## src/rtl/instruction_fetch_pkg.sv

```systemverilog
// Shared fetch-stage types: FSM state encoding, buffer entry layout and the NOP filler word.
package cpu_types;

   typedef enum logic [1:0] {
      FETCH_IDLE,
      FETCH_REQ,
      FETCH_WAIT,
      FETCH_DROP
   } fetch_state_t;

   localparam logic [31:0] NOP_INSTRUCTION = 32'h0000_0013;

   typedef struct packed {
      logic [31:0] pc;
      logic [31:0] instr;
   } fetch_entry_t;

endpackage

```

## src/rtl/instruction_fetch_buffer.sv

```systemverilog
// Small synchronous FIFO holding fetched {pc, instr} pairs; flush wins over push and pop.
module fetch_buffer
   import cpu_types::*;
#(
   parameter int BUF_DEPTH = 2
) (
   input  logic                       clk,
   input  logic                       rst_n,
   input  logic                       push,
   input  fetch_entry_t               push_entry,
   input  logic                       pop,
   input  logic                       flush,
   output logic                       full,
   output logic                       empty,
   output logic [$clog2(BUF_DEPTH):0] count,
   output fetch_entry_t               head
);

   localparam int PW = $clog2(BUF_DEPTH);
   localparam logic [PW:0] DEPTH_C = (PW+1)'(BUF_DEPTH);

   logic [PW-1:0] rd_ptr_q, rd_ptr_d;
   logic [PW-1:0] wr_ptr_q, wr_ptr_d;
   logic [PW:0]   count_q, count_d;
   fetch_entry_t  mem_q [BUF_DEPTH];
   fetch_entry_t  mem_d [BUF_DEPTH];
   logic          push_ok, pop_ok;

   assign empty   = (count_q == '0);
   assign full    = (count_q == DEPTH_C);
   assign count   = count_q;
   assign head    = mem_q[rd_ptr_q];
   assign pop_ok  = pop && !empty;
   assign push_ok = push && (!full || pop_ok);

   always_comb begin
      rd_ptr_d = rd_ptr_q;
      wr_ptr_d = wr_ptr_q;
      count_d  = count_q;
      mem_d    = mem_q;
      if (flush) begin
         rd_ptr_d = '0;
         wr_ptr_d = '0;
         count_d  = '0;
      end else begin
         if (push_ok) begin
            mem_d[wr_ptr_q] = push_entry;
            wr_ptr_d        = wr_ptr_q + 1'b1;
         end
         if (pop_ok) begin
            rd_ptr_d = rd_ptr_q + 1'b1;
         end
         case ({push_ok, pop_ok})
            2'b10:   count_d = count_q + 1'b1;
            2'b01:   count_d = count_q - 1'b1;
            default: count_d = count_q;
         endcase
      end
   end

   always_ff @(posedge clk or negedge rst_n) begin
      if (!rst_n) begin
         rd_ptr_q <= '0;
         wr_ptr_q <= '0;
         count_q  <= '0;
         for (int i = 0; i < BUF_DEPTH; i++) begin
            mem_q[i] <= '0;
         end
      end else begin
         rd_ptr_q <= rd_ptr_d;
         wr_ptr_q <= wr_ptr_d;
         count_q  <= count_d;
         mem_q    <= mem_d;
      end
   end

endmodule

```

## src/rtl/instruction_fetch.sv

```systemverilog
// Fetch stage: owns the PC, issues one outstanding imem request at a time and buffers words for decode.
// Define FETCH_STALL_COUNT_EN to add the stall_cycles counter output.
//
// state | meaning
// IDLE  | first cycle after reset release
// REQ   | presenting pc to imem while buffer has room
// WAIT  | request accepted, response will be buffered
// DROP  | request accepted, redirect seen since; response will be discarded
module instruction_fetch
   import cpu_types::*;
#(
   parameter logic [31:0] RESET_PC  = 32'h0000_0000,
   parameter int          BUF_DEPTH = 2
) (
   input  logic        clk,
   input  logic        rst_n,
   output logic        imem_req_valid,
   input  logic        imem_req_ready,
   output logic [31:0] imem_addr,
   input  logic        imem_rsp_valid,
   input  logic [31:0] imem_rsp_data,
   output logic        inst_valid,
   input  logic        inst_ready,
   output logic [31:0] instruction,
   output logic [31:0] inst_pc,
   input  logic        redirect_valid,
   input  logic [31:0] redirect_pc
`ifdef FETCH_STALL_COUNT_EN
   ,
   output logic [31:0] stall_cycles
`endif
);

   localparam int CW = $clog2(BUF_DEPTH) + 1;
   localparam logic [CW-1:0] DEPTH_C = CW'(BUF_DEPTH);

   fetch_state_t  state_q, state_d;
   logic [31:0]   pc_q, pc_d;
   logic [31:0]   req_pc_q, req_pc_d;
   logic          req_hs, push, pop;
   logic          buf_full, buf_empty;
   logic [CW-1:0] buf_count;
   fetch_entry_t  buf_head, push_entry;

   assign imem_req_valid = (state_q == FETCH_REQ) && (buf_count < DEPTH_C);
   assign imem_addr      = pc_q;
   assign req_hs         = imem_req_valid && imem_req_ready;
   assign inst_valid     = !buf_empty;
   assign instruction    = buf_empty ? NOP_INSTRUCTION : buf_head.instr;
   assign inst_pc        = buf_empty ? 32'h0 : buf_head.pc;
   assign pop            = inst_valid && inst_ready && !redirect_valid;
   assign push_entry     = '{pc: req_pc_q, instr: imem_rsp_data};

   always_comb begin
      state_d  = state_q;
      pc_d     = pc_q;
      req_pc_d = req_pc_q;
      push     = 1'b0;
      case (state_q)
         FETCH_IDLE: state_d = FETCH_REQ;
         FETCH_REQ: begin
            if (redirect_valid) begin
               pc_d    = redirect_pc;
               state_d = req_hs ? FETCH_DROP : FETCH_REQ;
            end else if (req_hs) begin
               req_pc_d = pc_q;
               pc_d     = pc_q + 32'd4;
               state_d  = FETCH_WAIT;
            end
         end
         FETCH_WAIT: begin
            if (redirect_valid) begin
               pc_d    = redirect_pc;
               state_d = imem_rsp_valid ? FETCH_REQ : FETCH_DROP;
            end else if (imem_rsp_valid) begin
               push    = !buf_full;
               state_d = FETCH_REQ;
            end
         end
         FETCH_DROP: begin
            if (redirect_valid) begin
               pc_d = redirect_pc;
            end
            // The response for the abandoned request ends the drop even if a new redirect lands with it.
            if (imem_rsp_valid) begin
               state_d = FETCH_REQ;
            end
         end
         default: state_d = FETCH_IDLE;
      endcase
   end

   always_ff @(posedge clk or negedge rst_n) begin
      if (!rst_n) begin
         state_q  <= FETCH_IDLE;
         pc_q     <= RESET_PC;
         req_pc_q <= RESET_PC;
      end else begin
         state_q  <= state_d;
         pc_q     <= pc_d;
         req_pc_q <= req_pc_d;
      end
   end

   fetch_buffer #(.BUF_DEPTH(BUF_DEPTH)) u_fetch_buffer (
      .clk        (clk),
      .rst_n      (rst_n),
      .push       (push),
      .push_entry (push_entry),
      .pop        (pop),
      .flush      (redirect_valid),
      .full       (buf_full),
      .empty      (buf_empty),
      .count      (buf_count),
      .head       (buf_head)
   );

`ifdef FETCH_STALL_COUNT_EN
   logic [31:0] stall_q, stall_d;

   always_comb begin
      stall_d = stall_q;
      if (inst_ready && !inst_valid && (stall_q != 32'hFFFF_FFFF)) begin
         stall_d = stall_q + 32'd1;
      end
   end

   always_ff @(posedge clk or negedge rst_n) begin
      if (!rst_n) begin
         stall_q <= '0;
      end else begin
         stall_q <= stall_d;
      end
   end

   assign stall_cycles = stall_q;
`endif

endmodule

```

## config.mk

```make
export PLATFORM = sky130hd
export DESIGN_NAME = instruction_fetch
export DESIGN_NICKNAME = d
export VERILOG_FILES = /design/src/rtl/instruction_fetch_pkg.sv /design/src/rtl/instruction_fetch_buffer.sv /design/src/rtl/instruction_fetch.sv
export SDC_FILE = /design/constraint.sdc
export NUM_CORES = 1
export LEC_CHECK = 0
export CORE_MARGIN = 2
export CORE_UTILIZATION = 40
export DETAILED_ROUTE_END_ITERATION = 12
export PLACE_DENSITY_LB_ADDON = 0.2
export SLEW_MARGIN = 20
export SYNTH_ARGS = -nofsm -noshare
export SYNTH_HDL_FRONTEND = slang
export SYNTH_SLANG_ARGS = --single-unit
```

## constraint.sdc

```tcl
create_clock -name clk -period 4 [get_ports clk]
set_input_delay 0.8 -clock clk [delete_from_list [all_inputs] [get_ports clk]]
set_output_delay 0.8 -clock clk [all_outputs]
set_load 0.02 [all_outputs]
```

Yosys cells after proc, flatten, opt, wreduce, memory -nomap -nowiden --
Index checks and enable logic that the tools add are counted.
Word-level totals: input bits 70, flip-flop bits (word level) 198, output and inout bits 98, word-level logic and storage cells 79
Operators by class: equality and inequality tests 8, mux-type cells 28, bitwise gates (word level) 3, reduce and logical (&&, ||, !) cells 21, add/sub/neg operators 5, magnitude comparators 4
Operators with widths (count):
- 64-bit 2-to-1 mux | 4
- 32-bit 2-to-1 mux | 5
- 128-bit bitwise mux | 1
- 64-bit demux with 1-bit select | 1
- 32-bit case mux with 2 select lines | 1
- 32-bit by 3-bit adder with 32-bit output, second input constant | 1
- 2-bit 2-to-1 mux | 7
- 2-bit == test, second input constant | 4
- 2-bit case mux with 4 select lines | 1
- 1-bit logical AND | 7
- 1-bit 2-to-1 mux | 7
- 3-bit AND reduction | 2
- 2-bit nonzero test | 3
- 2-bit by 1-bit == test with 1-bit output, second input constant | 2
- 2-bit >= comparator, second input constant | 2
- 2-bit zero test | 2
- 1-bit NOT with 2-bit output | 2
- 2-bit case mux with 2 select lines | 1
- 1-bit zero test | 3
- 3-bit != test, second input constant | 1
- 3-bit nonzero test | 1
- 1-bit adder, second input constant | 2
- 2-bit by 1-bit adder with 2-bit output, second input constant | 1
- 2-bit by 1-bit < comparator with 1-bit output, second input constant | 1
- other kinds (7) | 7

Depth between registers and ports, before layout --
Gate-level depths: netlist (run 1).
depth in word-level cells 10, depth in mapped cells 8, gate-level depth less buffers 6

Hierarchy --
From an unflattened synthesis (run 1), not the netlist that was laid out.
Unflattened totals: cell total of the unflattened synthesis 827, area, all modules 9713.1 um^2
Modules (own cells, without submodules):
- fetch_buffer | cells each 365, area each 5914.4 um^2, sequential area each 3303.2 um^2, instances 1
- instruction_fetch | cells each 462, area each 3798.6 um^2, sequential area each 1651.6 um^2, instances 1

Worst setup path before layout (run 1) --
Ideal clock, no wire load.
kind register -> output, start point reg u_fetch_buffer.rd_ptr_q, end point out inst_pc[0], required time 3200 ps, setup slack 1831 ps, path buffers 2, stages on the path, launching flop included 5, arrival 1369 ps, cell sequence dfrtp_1 > clkbuf_1 > buf_2 > mux2i_1 > nor2_1
On the way: longest elaborated chain between the ends 5
RTL lines:
- start, declared | RTL line instruction_fetch_buffer.sv:22 | logic [PW-1:0] rd_ptr_q, rd_ptr_d;
- start signal, assigned | RTL line instruction_fetch_buffer.sv:70 | rd_ptr_q <= rd_ptr_d;
- 1-bit NOT with 2-bit output (implied by the code) | RTL line instruction_fetch_buffer.sv:32 | assign head = mem_q[rd_ptr_q];
- 64-bit 2-to-1 mux (implied by the code) (3 in series) | RTL line instruction_fetch_buffer.sv:32
- 32-bit 2-to-1 mux | RTL line instruction_fetch.sv:50 | assign inst_pc = buf_empty ? 32'h0 : buf_head.pc;
- end, declared | RTL line instruction_fetch.sv:25 | output logic [31:0] inst_pc,
Every way passes these cells. The select of a mux whose other input is x is not followed.

Worst setup path after layout (run 1) --
start point reg u_fetch_buffer.count_q[1] (netlist: u_fetch_buffer.count[1]), end point out inst_pc[11]
On the way: longest elaborated chain between the ends 2
RTL lines:
- start, declared | RTL line instruction_fetch_buffer.sv:24 | logic [PW:0] count_q, count_d;
- start signal, assigned | RTL line instruction_fetch_buffer.sv:72 | count_q <= count_d;
- 2-bit zero test | RTL line instruction_fetch_buffer.sv:29 | assign empty = (count_q == '0);
- 32-bit 2-to-1 mux | RTL line instruction_fetch.sv:50
Every way passes these cells.

==> run metrics, run 1 <==
switching share of power 0.306; Final Slew Violations 0; Max-slew headroom 0.330; status complete, no violations; Via density 5.19; skew final 14.1 ps; fraction of layout cells with a size suffix above 1 0.235; MaxCap Viol Count 0; Hold WC Path Type in2async; post-DP HPWL 15100 um; setup slack after layout 710 ps; WS Path Type reg2out; Pleak 5.14 nW; number of synthesized register bits 198; crit end category output pin; critical path startpoint category register; Die X 158 um; Design Power 6.05 mW; Ys Warns 0; clock share of power 0.292; gr ovfl total 0; synthesized instance count 762; most frequent cell after synthesis dfrtp_1; CTS root buf clkbuf_16; ys flop type dfrtp_1; mean post-synth cell area 12.5 um^2; Final Core Density 0.518; Max Freq 304 MHz; P_int 4.20 mW; GRT Util Overall 0.187; TritonCTS clock tree yes; Commonest cells post-synth dfrtp_1, mux2_2, nor2_1, mux2i_1, mux2_4; Worst setup startpoint u_fetch_buffer.count[1]; worst-path fanout max 23; Hold Slack 405 ps; Port Buf Inserts 167; I/O pins 168; Switch Pwr 1.85 mW; area of the mapped netlist 0.00952 mm^2; Yosys top cell area share 0.521; Filler cells 2135; total number of vias 6470; Flop pwr share 0.489; Die H 158 um; post-cts resize count 0; reg2reg end u_fetch_buffer.mem_q[39]; antenna-violating nets left 0; Remaining DRCs 0; Routed Wire Length 22500 um; GPL Wtd Cong 0.817; Worst R2R Path Depth 6; area delta synth->final 27.4%; clk slew on worst S/H paths 80 ps; top sig layer met4; R2R Path Start u_fetch_buffer.count[1]; Met1 Wirelength 11000 um; setup bufs post-CTS 0; clk sinks 198; reg2reg setup slack 1670 ps; Worst IR Drop VDD 0.257 mV; setup TNS 0 ps; met3 routed WL 1300 um; crit share post-route 0.823; CP Data Arrival Time 2490 ps; biggest area consumer among synthesized cells dfrtp_1; # setup viols final 0; CP Data Required Time 3200 ps; clock latency on the worst-skew pair 430 ps; vias in the first global route 6579; first-pass GRT wire length 36300 um; initial antenna violation count 0; part of the power in combinational logic 0.219; Post-synth EDFFs 0; register area share after synthesis 0.521; CTS Buf Count 17; slew at the pin closest to its max-slew limit 998 ps; RSZ-0062 raised after global routing no; setup slack at placement 792 ps; Max H-tree Level 4; maximum clock path buffer count 2; nets 985; library cells used by synthesis 56; P per Cell Area 499 mW/mm^2; mean routed wirelength per cell 18.1 um; DR iter-0 viols 358; post-synth net total 833; FFs w/ async S/R, synth 1.00; drt first pass iters 4; met2 wire length 10000 um; Rows 56; # diodes 0; Starting Density 0.407; Hold Fails Final Rpt 0; Die Area 0.0250 mm^2; Core Footprint 0.0234 mm^2; ranking of synthesized cells by area dfrtp_1, mux2_2, mux2_4; CTS Hold Bufs 0; fin crit period 3290 ps; largest net degree at the start of global routing 90
[state kept, by name (all words and copies together), names as in the netlist]
signal and flops:
u_fetch_buffer.rd_ptr_q 1, u_fetch_buffer.mem_q 128, state_q 2, imem_addr 32, u_fetch_buffer.wr_ptr_q 1, u_fetch_buffer.count 2, req_pc_q 32
[critical path, cell delays in order (launching register included)]
cell,delay [ps]
dfrtp_1,480
nor2_4,620
buf_4,330
nor2_1,90
clkdlybuf4s50_1,540
[routing by layer]
metal	up-vias	track usage
li1	3038	-
met1	3227	0.272
met2	186	0.281
met3	19	0.0449
met4	0	0.0485
met5	-	0
[stage by stage]
step                cell area (um^2)  std cells
global placement               11500       1214
finish                         12100       1246
detailed placement             11500       1214
global route                   12100       1246
CTS                            12100       1246
floorplan                       9520        762
[kinds of logic after synthesis]
kind of cell	count (synthesis)	share of synthesized area
buf+inv	51	0.0312
compound gates	88	0.0586
xor+xnor	3	0.00276
flops	198	0.521
fa+ha+maj	1	0.00131
mux	225	0.281
simple gates	196	0.104
[placed cells by master, fill, tap and decap left out, types with 6 or more instances in the layout]
cell type          n
and4_1             6
a211oi_1           6
buf_12             6
nand2_1           29
mux2i_1           66
nand3_1           11
nand2b_1           6
mux2_4            60
o21ai_0           21
or3_1              7
clkbuf_16         17
nor3_1            13
and3_1             6
dfrtp_1          197
mux2_2            95
a21oi_1           25
nor2_1            87
buf_4              8
nand4_1           10
clkdlybuf4s50_1  166
[worst max-delay path by stage]
stage	depth (start not counted)	slack, ps	end
2_1_floorplan	4	1830	inst_pc[0]
3_3_place_gp	8	850	u_fetch_buffer.mem_q[37]
3_5_place_dp	8	790	u_fetch_buffer.mem_q[39]
4_1_cts	4	620	inst_pc[11]
5_1_grt	4	540	inst_pc[11]
6_report	4	710	inst_pc[11]
[power by group through the flow]
| stage | combinational [mW] | clock, mW | sequential [mW] |
|---|---|---|---|
| finish | 1.32 | 1.77 | 2.96 |
| global route | 1.46 | 1.89 | 3.04 |
| CTS | 1.35 | 1.82 | 2.96 |
| detailed placement | 1.34 | 0 | 2.99 |
| global placement | 1.31 | 0 | 2.98 |
| floorplan | 0.813 | 0 | 2.91 |
[final cells by class]
class,instances,area [um^2],share of cell area
Multi-Input combinational cell,513,4300,0.354
Clock buffer,19,443,0.0365
Clock inverter,13,163,0.0134
Sequential cell,198,4960,0.409
Inverter,3,13.8,0.00113
Tap cell,319,399,0.0329
Timing Repair Buffer,181,1860,0.153
Power figures use the tool's default switching activity.
==> run 2, diff against run 1 <==
clock period = 3.4 ns   (was 4 ns; I/O delays follow)
==> run 2 against run 1 <==
Against the previous run:
- global-route usage barely moved
- worst setup slack got worse by 310 ps
- largest power group unchanged
- largest cell class unchanged
- sequential power rose by 18%
- cell count rose by 0.48%
- sequential share of layout area rose by 0.12 points
- critical path depth did not move
- die area did not move
- core utilization fell by 0.15 points
==> run metrics, run 2 (synthesis gave the netlist of run 1 again) <==
Worst R2R Path Depth 6; Final Slew Violations 0; busiest grt layer met2; RSZ-0062 raised after global routing no; skew final 9.68 ps; R2R Path Start imem_addr[2]; drt first pass iters 5; Max H-tree Level 4; Hold Fails Final Rpt 0; Worst IR Drop VDD 0.277 mV; multi-input logic area 0.00429 mm^2; Pleak 5.13 nW; vias in the first global route 6599; CTS Hold Bufs 0; Via density 5.21; Die Area 0.0250 mm^2; DR iter-0 viols 331; CTS root buf clkbuf_16; Hold Slack 235 ps; Filler cells 2104; post-DP HPWL 15500 um; # setup viols final 0; Die H 158 um; Starting Density 0.407; I/O pins 168; first-pass GRT wire length 36400 um; maximum clock path buffer count 2; Non-Filler Instances 1252; slew at the pin closest to its max-slew limit 1050 ps; post-cts resize count 0; Routed Wire Length 22700 um; antenna-violating nets left 0; P per Cell Area 571 mW/mm^2; CTS Buf Count 17; worst-path fanout max 25; reg2reg end imem_addr[26]; fraction of layout cells with a size suffix above 1 0.240; CP Data Required Time 2720 ps; fin crit period 3000 ps; Port Buf Inserts 167; mean routed wirelength per cell 18.1 um; commonest cells after routing, fill and taps aside dfrtp_1, clkdlybuf4s50_1, mux2_2, nor2_1, mux2i_1; gr ovfl total 0; crit share post-route 0.882; Cells after DPL 1220; register area 0.00496 mm^2; WS Path Type reg2out; Die X 158 um; Hold WC Path Type in2async; Max-slew headroom 0.295; Biggest register u_fetch_buffer.mem_q; reg2reg setup slack 1200 ps; Max Freq 334 MHz; initial antenna violation count 0; setup bufs post-CTS 0; met1 Use GR 0.273; MaxCap Viol Count 0; # diodes 0; area delta synth->final 27.1%; total number of vias 6525; GPL Wtd Cong 0.804; largest net degree at the start of global routing 69; Remaining DRCs 0; setup TNS 0 ps; status complete, no violations; met3 Use GR 0.0335; GRT Util Overall 0.187; Core Footprint 0.0234 mm^2; critical path startpoint category register; Rows 56; crit end category output pin; commonest non-fill, non-tap cell in the layout dfrtp_1; clock latency on the worst-skew pair 430 ps; Final Core Density 0.517; GR Util met2 0.288; max reg flops 128; clk slew on worst S/H paths 80 ps; clk sinks 198; CP Data Arrival Time 2320 ps; TritonCTS clock tree yes; nets 991
## run 2: changes by cell type in the layout (fill, tap and decap cells not counted)
cell        change
clkinvlp_4      +3
inv_6           +1
o22ai_4         -1
clkinv_2        +2
clkbuf_8        -1
bufinv_16       -2
o22ai_2         +1
inv_8           -1
buf_4           +7
clkinv_4        -2
buf_12          -1
## run 2: area by class of cell
type | count | share of cell area
Tap cell | 319 | 0.0330
Inverter | 3 | 0.00114
Multi-Input combinational cell | 513 | 0.355
Timing Repair Buffer | 187 | 0.156
Clock buffer | 18 | 0.0355
Sequential cell | 198 | 0.410
Clock inverter | 14 | 0.00952
## run 2: worst max path at each step
stage,startpoint,endpoint,cells after the start
2_1_floorplan,u_fetch_buffer.rd_ptr_q,inst_pc[0],4
3_3_place_gp,redirect_valid,u_fetch_buffer.mem_q[92],7
3_5_place_dp,redirect_valid,u_fetch_buffer.mem_q[92],7
4_1_cts,u_fetch_buffer.rd_ptr_q,instruction[1],4
5_1_grt,u_fetch_buffer.rd_ptr_q,instruction[1],4
6_report,u_fetch_buffer.rd_ptr_q,instruction[1],4
## run 2: per-stage QoR
step	worst slack (ps)	cell area, um^2	total power [mW]
2_1_floorplan	1350	9520	4.38
3_3_place_gp	726	11500	5.03
3_5_place_dp	697	11500	5.08
4_1_cts	324	12100	7.00
5_1_grt	262	12100	7.31
6_report	402	12100	6.91
## run 2: worst max-delay path: stages, from the launching register on
cell and delay, ps:
dfrtp_4 730, buf_12 280, mux2i_1 260, nand2_1 70
clkdlybuf4s50_1 530
## run 2: metal layers
metal	up-vias	routed length [um]	share of wire
met4	0	180	0.0079
met5	-	0	0
li1	3065	-	-
met1	3253	11000	0.49
met3	13	1220	0.054
met2	194	10300	0.45
## run 2: power by group
group,internal (mW),switching [mW]
Clock,0.955,0.931
Sequential,2.94,0.534
Combinational,0.870,0.676
Total,4.77,2.14
